## config.mk

```make
export PLATFORM = sky130hd
export DESIGN_NAME = bp_cfg_loader_seq
export DESIGN_NICKNAME = d
export VERILOG_FILES = /design/src/rtl/bp_cfg_loader_seq.sv
export SDC_FILE = /design/constraint.sdc
export NUM_CORES = 1
export LEC_CHECK = 0
export CAP_MARGIN = 20
export CORE_AREA = 2 2 71 56
export CTS_CLUSTER_SIZE = 8
export DETAILED_ROUTE_END_ITERATION = 8
export DIE_AREA = 0 0 73 58
export PLACE_DENSITY = 0.73
export SYNTH_ARGS = -nofsm -noshare
export SYNTH_HDL_FRONTEND = slang
export SYNTH_SLANG_ARGS = --single-unit
```

## constraint.sdc

```tcl
create_clock -name clk_i -period 2 [get_ports clk_i]
set_clock_uncertainty 0.1 [all_clocks]
set_input_delay 0.3 -clock clk_i [delete_from_list [all_inputs] [get_ports clk_i]]
set_output_delay 0.3 -clock clk_i [all_outputs]
set_load 0.005 [all_outputs]
```

## src/rtl/bp_cfg_loader_seq.sv

```systemverilog
// Boot-time configuration loader: freezes each core, writes core id and CCE mode,
// waits for all acknowledgements, unfreezes the cores, then drains and stops.
//
// state      | meaning
// e_freeze   | write freeze=1 (addr 0x2) to every core
// e_core_id  | write core index (addr 0x4) to every core
// e_mode     | write CCE mode (addr 0x8) to every core
// e_fence    | no writes; wait for all outstanding writes to be acknowledged
// e_unfreeze | write freeze=0 (addr 0x2) to every core
// e_drain    | wait for the last acknowledgements
// e_done     | terminal, done_o high
module bp_cfg_loader_seq #(
   parameter int num_core_p       = 2,
   parameter int cfg_addr_width_p = 16,
   parameter int cfg_data_width_p = 32,
   parameter int max_credits_p    = 4,
   localparam int core_w_lp = (num_core_p > 1) ? $clog2(num_core_p) : 1,
   localparam int cred_w_lp = $clog2(max_credits_p + 1)
) (
   input  logic                        clk_i,
   input  logic                        reset_n_i,
   input  logic                        cce_mode_i,
   output logic                        cfg_v_o,
   input  logic                        cfg_ready_i,
   output logic [core_w_lp-1:0]        cfg_core_o,
   output logic [cfg_addr_width_p-1:0] cfg_addr_o,
   output logic [cfg_data_width_p-1:0] cfg_data_o,
   input  logic                        cfg_resp_v_i,
   output logic [cred_w_lp-1:0]        credits_o,
   output logic                        done_o,
   output logic                        error_o
);

   typedef enum logic [2:0] {
      e_freeze, e_core_id, e_mode, e_fence, e_unfreeze, e_drain, e_done
   } state_e;

   localparam logic [core_w_lp-1:0] last_core_lp = core_w_lp'(num_core_p - 1);
   localparam logic [cred_w_lp-1:0] max_cred_lp  = cred_w_lp'(max_credits_p);

   state_e                      state_q, state_n;
   logic [core_w_lp-1:0]        core_q, core_n;
   logic [cred_w_lp-1:0]        credits_q, credits_n;
   logic                        error_q, error_n;
   logic                        v_q, v_n;
   logic [core_w_lp-1:0]        out_core_q, out_core_n;
   logic [cfg_addr_width_p-1:0] addr_q, addr_n;
   logic [cfg_data_width_p-1:0] data_q, data_n;
   logic                        hs;
   logic                        write_phase_n;

   always_ff @(posedge clk_i) begin
      if (!reset_n_i) begin
         state_q    <= e_freeze;
         core_q     <= '0;
         credits_q  <= '0;
         error_q    <= 1'b0;
         v_q        <= 1'b0;
         out_core_q <= '0;
         addr_q     <= '0;
         data_q     <= '0;
      end else begin
         state_q    <= state_n;
         core_q     <= core_n;
         credits_q  <= credits_n;
         error_q    <= error_n;
         v_q        <= v_n;
         out_core_q <= out_core_n;
         addr_q     <= addr_n;
         data_q     <= data_n;
      end
   end

   always_comb begin
      hs         = v_q & cfg_ready_i;
      credits_n  = credits_q;
      error_n    = error_q;
      state_n    = state_q;
      core_n     = core_q;
      v_n        = v_q;
      out_core_n = out_core_q;
      addr_n     = addr_q;
      data_n     = data_q;

      if (hs && !cfg_resp_v_i) begin
         credits_n = credits_q + cred_w_lp'(1);
      end else if (!hs && cfg_resp_v_i) begin
         if (credits_q == '0) error_n = 1'b1;
         else                 credits_n = credits_q - cred_w_lp'(1);
      end

      case (state_q)
         e_fence: if (credits_q == '0) state_n = e_unfreeze;
         e_drain: if (credits_q == '0) state_n = e_done;
         default: ;
      endcase

      // state/core here point at the next write to offer, not the one on the bus
      if (hs) begin
         if (core_q == last_core_lp) begin
            core_n = '0;
            case (state_q)
               e_freeze:   state_n = e_core_id;
               e_core_id:  state_n = e_mode;
               e_mode:     state_n = e_fence;
               e_unfreeze: state_n = e_drain;
               default:    ;
            endcase
         end else begin
            core_n = core_q + core_w_lp'(1);
         end
      end

      write_phase_n = (state_n == e_freeze) || (state_n == e_core_id) ||
                      (state_n == e_mode)   || (state_n == e_unfreeze);

      // a pending write holds its fields; mode is captured only when a write is loaded
      if (!v_q || hs) begin
         v_n = write_phase_n && (credits_n < max_cred_lp);
         if (v_n) begin
            out_core_n = core_n;
            case (state_n)
               e_freeze: begin
                  addr_n = cfg_addr_width_p'(16'h0002);
                  data_n = cfg_data_width_p'(1);
               end
               e_core_id: begin
                  addr_n = cfg_addr_width_p'(16'h0004);
                  data_n = cfg_data_width_p'(core_n);
               end
               e_mode: begin
                  addr_n = cfg_addr_width_p'(16'h0008);
                  data_n = cfg_data_width_p'(cce_mode_i);
               end
               default: begin
                  addr_n = cfg_addr_width_p'(16'h0002);
                  data_n = '0;
               end
            endcase
         end
      end
   end

   assign cfg_v_o    = v_q;
   assign cfg_core_o = out_core_q;
   assign cfg_addr_o = addr_q;
   assign cfg_data_o = data_q;
   assign credits_o  = credits_q;
   assign error_o    = error_q;
   assign done_o     = (state_q == e_done);

endmodule

```

Yosys cells after proc, flatten, opt, wreduce, memory -nomap -nowiden
Index checks and enable logic that the tools add are counted.

$add $sub $neg: 3. Order comparisons: 1. Equal/unequal tests: 9. Muxes and demuxes: 13. Bitwise operators: 2. Reductions and logical operators: 15.

Operator list (count): $mux W3 (7); $eq A3 B3 Y1 const B (4); $pmux W3 S4 (1); $eq A3 B2 Y1 const B (3); $logic_not A3 Y1 (3); $pmux W4 S2 (1); $eq A3 B1 Y1 const B (2); $pmux W3 S2 (1); $logic_or A1 B1 Y1 (4); $add A3 B1 Y3 const B (1); $logic_and A1 B1 Y1 (3); $logic_not A1 Y1 (3); $lt A3 B3 Y1 const B (1); $pmux W1 S3 (1); $reduce_and A3 Y1 (1); $sub A3 B1 Y3 const B (1); $mux W1 (2); $reduce_and A2 Y1 (1); $add A1 B1 Y1 const B (1); $and A1 B1 Y1 (1); $not A1 Y1 (1).

Bits in registers: 58. Output and inout bits: 55. Logic and storage cells: 51.

Depth between registers and ports, before layout
Depth in word-level cells: 12. Depth in mapped cells: 9. Mapped depth without buffers: 8.

Worst setup path before layout
OpenSTA, ideal clock, no wires.

Path kind: register to register. From: register v_q (netlist: cfg_v_o). To: register addr_q[2] (netlist: cfg_addr_o[2]). Data arrival time: 1.899 ns. Setup slack: -0.071 ns. Stages on the path, launching flop included: 10. Path buffers: 1. Period minus slack after synthesis: 2.071 ns. Path through: dfxtp_1 nand2_1 inv_1 ha_1 and2_4 a311o_1 a21boi_2 and3_1 buf_4 mux2i_1.

Word-level cells in the longest chain between the ends: 8. Elaborated cells on any way between the ends: 20. Those cells by class: order compare (1); eq/ne (3); mux (4); bitwise (1); reduce/logical (11).

RTL lines: start: declaration (RTL line 45) `logic v_q, v_n;`; start signal: assignment (RTL line 67) `v_q <= v_n;`; $and A1 B1 Y1 (RTL line 75) `hs = v_q & cfg_ready_i;`; $logic_not A1 Y1 / $mux W3 (equally long branches) (RTL line 87, 99); $logic_and A1 B1 Y1, or another cell as far along (RTL line 87) `end else if (!hs && cfg_resp_v_i) begin`; $mux W3 / $logic_or A1 B1 Y1 (equally long branches) (RTL line 87, 114); $mux W3 / $logic_or A1 B1 Y1 (equally long branches) (RTL line 85, 114); $lt A3 B3 Y1 / $logic_or A1 B1 Y1 (equally long branches) (RTL line 119, 115); $logic_and A1 B1 Y1 (RTL line 119) `v_n = write_phase_n && (credits_n < max_cred_lp);`; $reduce_and A2 Y1 (no line); end signal: assignment (RTL line 69) `addr_q <= addr_n;`; end: declaration (RTL line 47) `logic [cfg_addr_width_p-1:0] addr_q, addr_n;`.

Parallel ways exist; a longest one is shown, timed or not. A chain may end at the register's enable or synchronous reset.

Worst setup path in the final report
From: input cfg_ready_i. To: register data_q[0] (netlist: cfg_data_o[0]).

Word-level cells in the longest chain between the ends: 8. Elaborated cells on any way between the ends: 20. Those cells by class: order compare (1); eq/ne (3); mux (5); bitwise (1); reduce/logical (10).

RTL lines: start: declaration (RTL line 24) `input logic cfg_ready_i,`; $and A1 B1 Y1 * (RTL line 75); $logic_not A1 Y1 / $mux W3 (equally long branches) (RTL line 87, 99); $logic_and A1 B1 Y1, or another cell as far along (RTL line 87); $mux W3 / $logic_or A1 B1 Y1 (equally long branches) (RTL line 87, 114); $mux W3 / $logic_or A1 B1 Y1 (equally long branches) (RTL line 85, 114); $lt A3 B3 Y1 / $logic_or A1 B1 Y1 (equally long branches) (RTL line 119, 115); $logic_and A1 B1 Y1 (RTL line 119); $reduce_and A2 Y1 (no line); end signal: assignment (RTL line 70) `data_q <= data_n;`; end: declaration (RTL line 48) `logic [cfg_data_width_p-1:0] data_q, data_n;`.

Mark *: on every way between the ends. The rest lies on a longest branch, timed or not.

==> flow_metrics.py <==
metrics = {
    "cts": {
        "clock_latency_ns": 0.25,
        "cts_sinks": 14,
        "cts_tree": "done",
        "post_cts_hold_fix_bufs": 0,
        "h-tree-depth": 1,
        "clockRootBuffer": "clkbuf_8",
        "cts_inserted_buffers": 3,
        "buffer_depth_of_the_longest_clock_path": 2,
        "clock_pin_transition_on_the_worst_setup_and_hold_timing_paths_ns": 0.06,
    },
    "final_layout": {
        "finalCoreUtilization_pct": 41.3,
        "syn_to_final_growth_pct": 19.8,
        "non_filler_cells_in_the_finished_layout": 226,
        "num-nets-final": 196,
        "drive_gt1_share_pct": 20.7,
        "diodes": 0,
        "post-route-cell-area_um2": 1460,
    },
    "worst_setup_path": {
        "endpoint_kind": "register",
        "path_max_fanout": 5,
        "crit_path_cell_trace": "dlygate4sd2_1 -> nand2_2 -> inv_2 -> ha_4 -> and2_4 -> a311o_1 -> a21boi_2 -> nand4_1 -> a32o_2",
        "flop_to_flop_setup_slack_ns": 0.02,
        "crit_slowest_cell": "a311o_1",
        "crit_path_start_kind": "input pin",
        "critical_path.reg2reg.startpoint": "cfg_v_o",
        "critical_path_required_ns": 2.04,
        "critical_path.max_stage_delay_ns": 0.35,
        "critical_path_class": "in2reg",
        "rr_endpoint": "cfg_data_o[0]",
        "cp.arrival_ns": 2.02,
        "reg2regPathDepth": 8,
    },
    "placement": {
        "detailed_place.area_um2": 1340,
        "number_of_input_and_output_port_buffers_inserted": 15,
        "dp.final_hpwl_mm": 1.79,
        "dp_slack_ns": -0.465,
        "place.detailed.instances": 216,
        "gp_congestion": 0.892,
    },
    "power": {
        "share_seq_of_total_power_pct": 35.3,
        "netSwitchingPower_mw": 0.289,
        "p_int_mw": 0.678,
        "power_frac_comb_pct": 36.1,
        "finalPower_mw": 0.967,
        "power.static_leakage_nw": 0.687,
        "vdd_drop_max_uv": 326,
        "power.density_nw_per_um2": 660,
        "sw_frac_of_total_pct": 29.9,
        "clock_power_share_pct": 28.6,
    },
    "sta": {
        "timing_max_transition_violations_final": 0,
        "share_of_the_cycle_needed_by_the_critical_path_after_routing_pct": 99.1,
        "rsz0062_at_grt": "true",
        "hold_slack_ns": 0.359,
        "timing.fmax_ghz": 0.505,
        "final_setup_violation_count": 0,
        "layout_setup_ws_ns": 0.0183,
        "final-hold-violation-count": 0,
        "final.setup.tns_ns": 0,
        "finalWorstPathRequiredPeriod_ns": 1.98,
    },
    "floorplanning": {
        "io_pins": 60,
        "dieWidth_um": 73,
        "fp.coreArea_um2": 3540,
        "starting_density_pct": 34.5,
        "row_count": 19,
        "chipHeight_um": 58,
        "die-area_um2": 4230,
    },
    "hold_path": {
        "min-delay-start": "cfg_addr_o[2]",
        "whs_endpoint": "cfg_addr_o[2]",
        "class_of_the_tightest_hold_or_removal_check": "reg2reg",
        "min_delay_path_depth": 2,
    },
    "synth": {
        "synth_edf_count": 0,
        "synth_cell_types": 42,
        "synth_top_flop_cell": "dfxtp_1",
        "post_synth_main_area_contributors": "buf_4 28%, dfxtp_1 23%, ha_1 6.1%",
        "synth.yosys.seq_area_share_pct": 22.9,
        "yosysTopAreaCell": "buf_4",
        "async_reset_ff_share_pct": 0,
        "ys_ff_latch": 14,
        "synthesis.instances": 152,
        "synth.top_cells.by_count": "45 x buf_4, 14 x dfxtp_1, 11 x a21oi_1, 9 x nand2_1, 7 x o21ai_0",
        "synthesis.area_um2": 1220,
        "synth-warning-count": 0,
        "post_synth.cell_area_avg_um2": 8.04,
        "yosys.cell_count.top_type": "buf_4",
        "post-synth-top-area-fraction_pct": 27.6,
    },
    "outcome": {
        "status": "finished clean",
    },
    "routing": {
        "routed_wl_mm": 2.40,
        "drt-initial-drc-count": 32,
        "route.detailed.wl_per_inst_um": 10.6,
        "via_per_inst": 4.38,
        "drt-pass1-iter-count": 4,
        "route.antenna.remaining_nets": 0,
        "route.vias.total": 989,
        "remaining_drc_errors": 0,
    },
    "grt": {
        "vias_in_the_first_global_route": 837,
        "globalRouteOverflowTotal": 0,
        "grt_pass1_wl_mm": 3.62,
        "grt_start_max_net_pins": 16,
        "gr-usage-all-layers_pct": 11.0,
        "antenna_found_initial": 0,
    },
    "job": {
        "cap_viol_max_count": 0,
    },
}
-- cell usage in the layout, fill, tap and decap left out, types with 4 or more instances in the layout --
master           netlist  layout
nor2b_1                4       4
nor2_1                 5       5
o21ai_0                7       7
dfxtp_1               14      12
buf_4                 45      19
clkdlybuf4s50_1        0      13
a21oi_1               11      11
clkbuf_8               0       4
conb_1                 1      44
nand2_1                9       8
ha_1                   6       4
-- worst max path at each step --
stage,start,to,slack (ns),cells after the start
floorplan,cfg_v_o,cfg_addr_o[2],0.006,9
global placement,cfg_ready_i,cfg_addr_o[2],-0.40,9
detailed placement,cfg_ready_i,cfg_addr_o[2],-0.47,9
CTS,credits_o[0],cfg_data_o[0],0.03,7
global route,cfg_v_o,cfg_data_o[0],-0.06,8
finish,cfg_ready_i,cfg_data_o[0],0.02,9
-- critical path, delay by kind of cell --
family	cells	cell delay (ns)
compound gates	3	0.87
simple gates	3	0.38
buf+inv	2	0.31
fa+ha+maj	1	0.16
-- state kept, by name (all words and copies together) (netlist names) --
| register | count |
|---|---|
| cfg_data_o | 1 |
| error_o | 1 |
| state_q | 3 |
| credits_o | 3 |
| cfg_v_o | 1 |
| core_q | 1 |
| cfg_core_o | 1 |
| cfg_addr_o | 3 |
-- logic make-up (layout without fill, tap and decap cells) --
group,count (synthesis),count (layout),synth area share (%)
AND/OR/NAND/NOR,37,37,16.9
XOR/XNOR,2,2,1.43
other,1,44,0.307
multiplexers,4,4,3.38
AO/OA/AOI/OAI,34,34,18.4
flip-flops,14,14,22.9
adder cells (fa/ha/maj),6,6,6.14
buffers and inverters,54,43,30.5
-- final cells by class --
cell class / instances / area (um2)
multi-input cells: 127 / 764
repair buffers: 34 / 290
clock buffers: 4 / 55.1
flip-flops and latches: 14 / 283
inverters: 5 / 18.8
fillers: 360 / 2080
well taps: 42 / 52.6
-- routing by layer --
metal  GRT usage (%)  up-vias  share of wire (%)
met5               0        -                  0
met4            6.08        0                1.7
met3            2.09        4                6.1
met2            16.3       39                 48
met1            15.0      452                 44
li1                -      494                  -
-- power groups by stage --
| stage | combinational, mW | clock (mW) | sequential [mW] |
|---|---|---|---|
| 2_1_floorplan | 0.245 | 0 | 0.345 |
| 3_3_place_gp | 0.306 | 0 | 0.345 |
| 3_5_place_dp | 0.309 | 0 | 0.347 |
| 4_1_cts | 0.322 | 0.285 | 0.341 |
| 5_1_grt | 0.391 | 0.302 | 0.347 |
| 6_report | 0.349 | 0.276 | 0.342 |
-- what timing repair did --
item                                    CTS  global route
pin swaps                                 5             6
gates resized for setup                   8             4
buffers inserted                          1             5
endpoints found under the setup margin    6             4
Note: power is estimated with default switching activity, not from simulation.
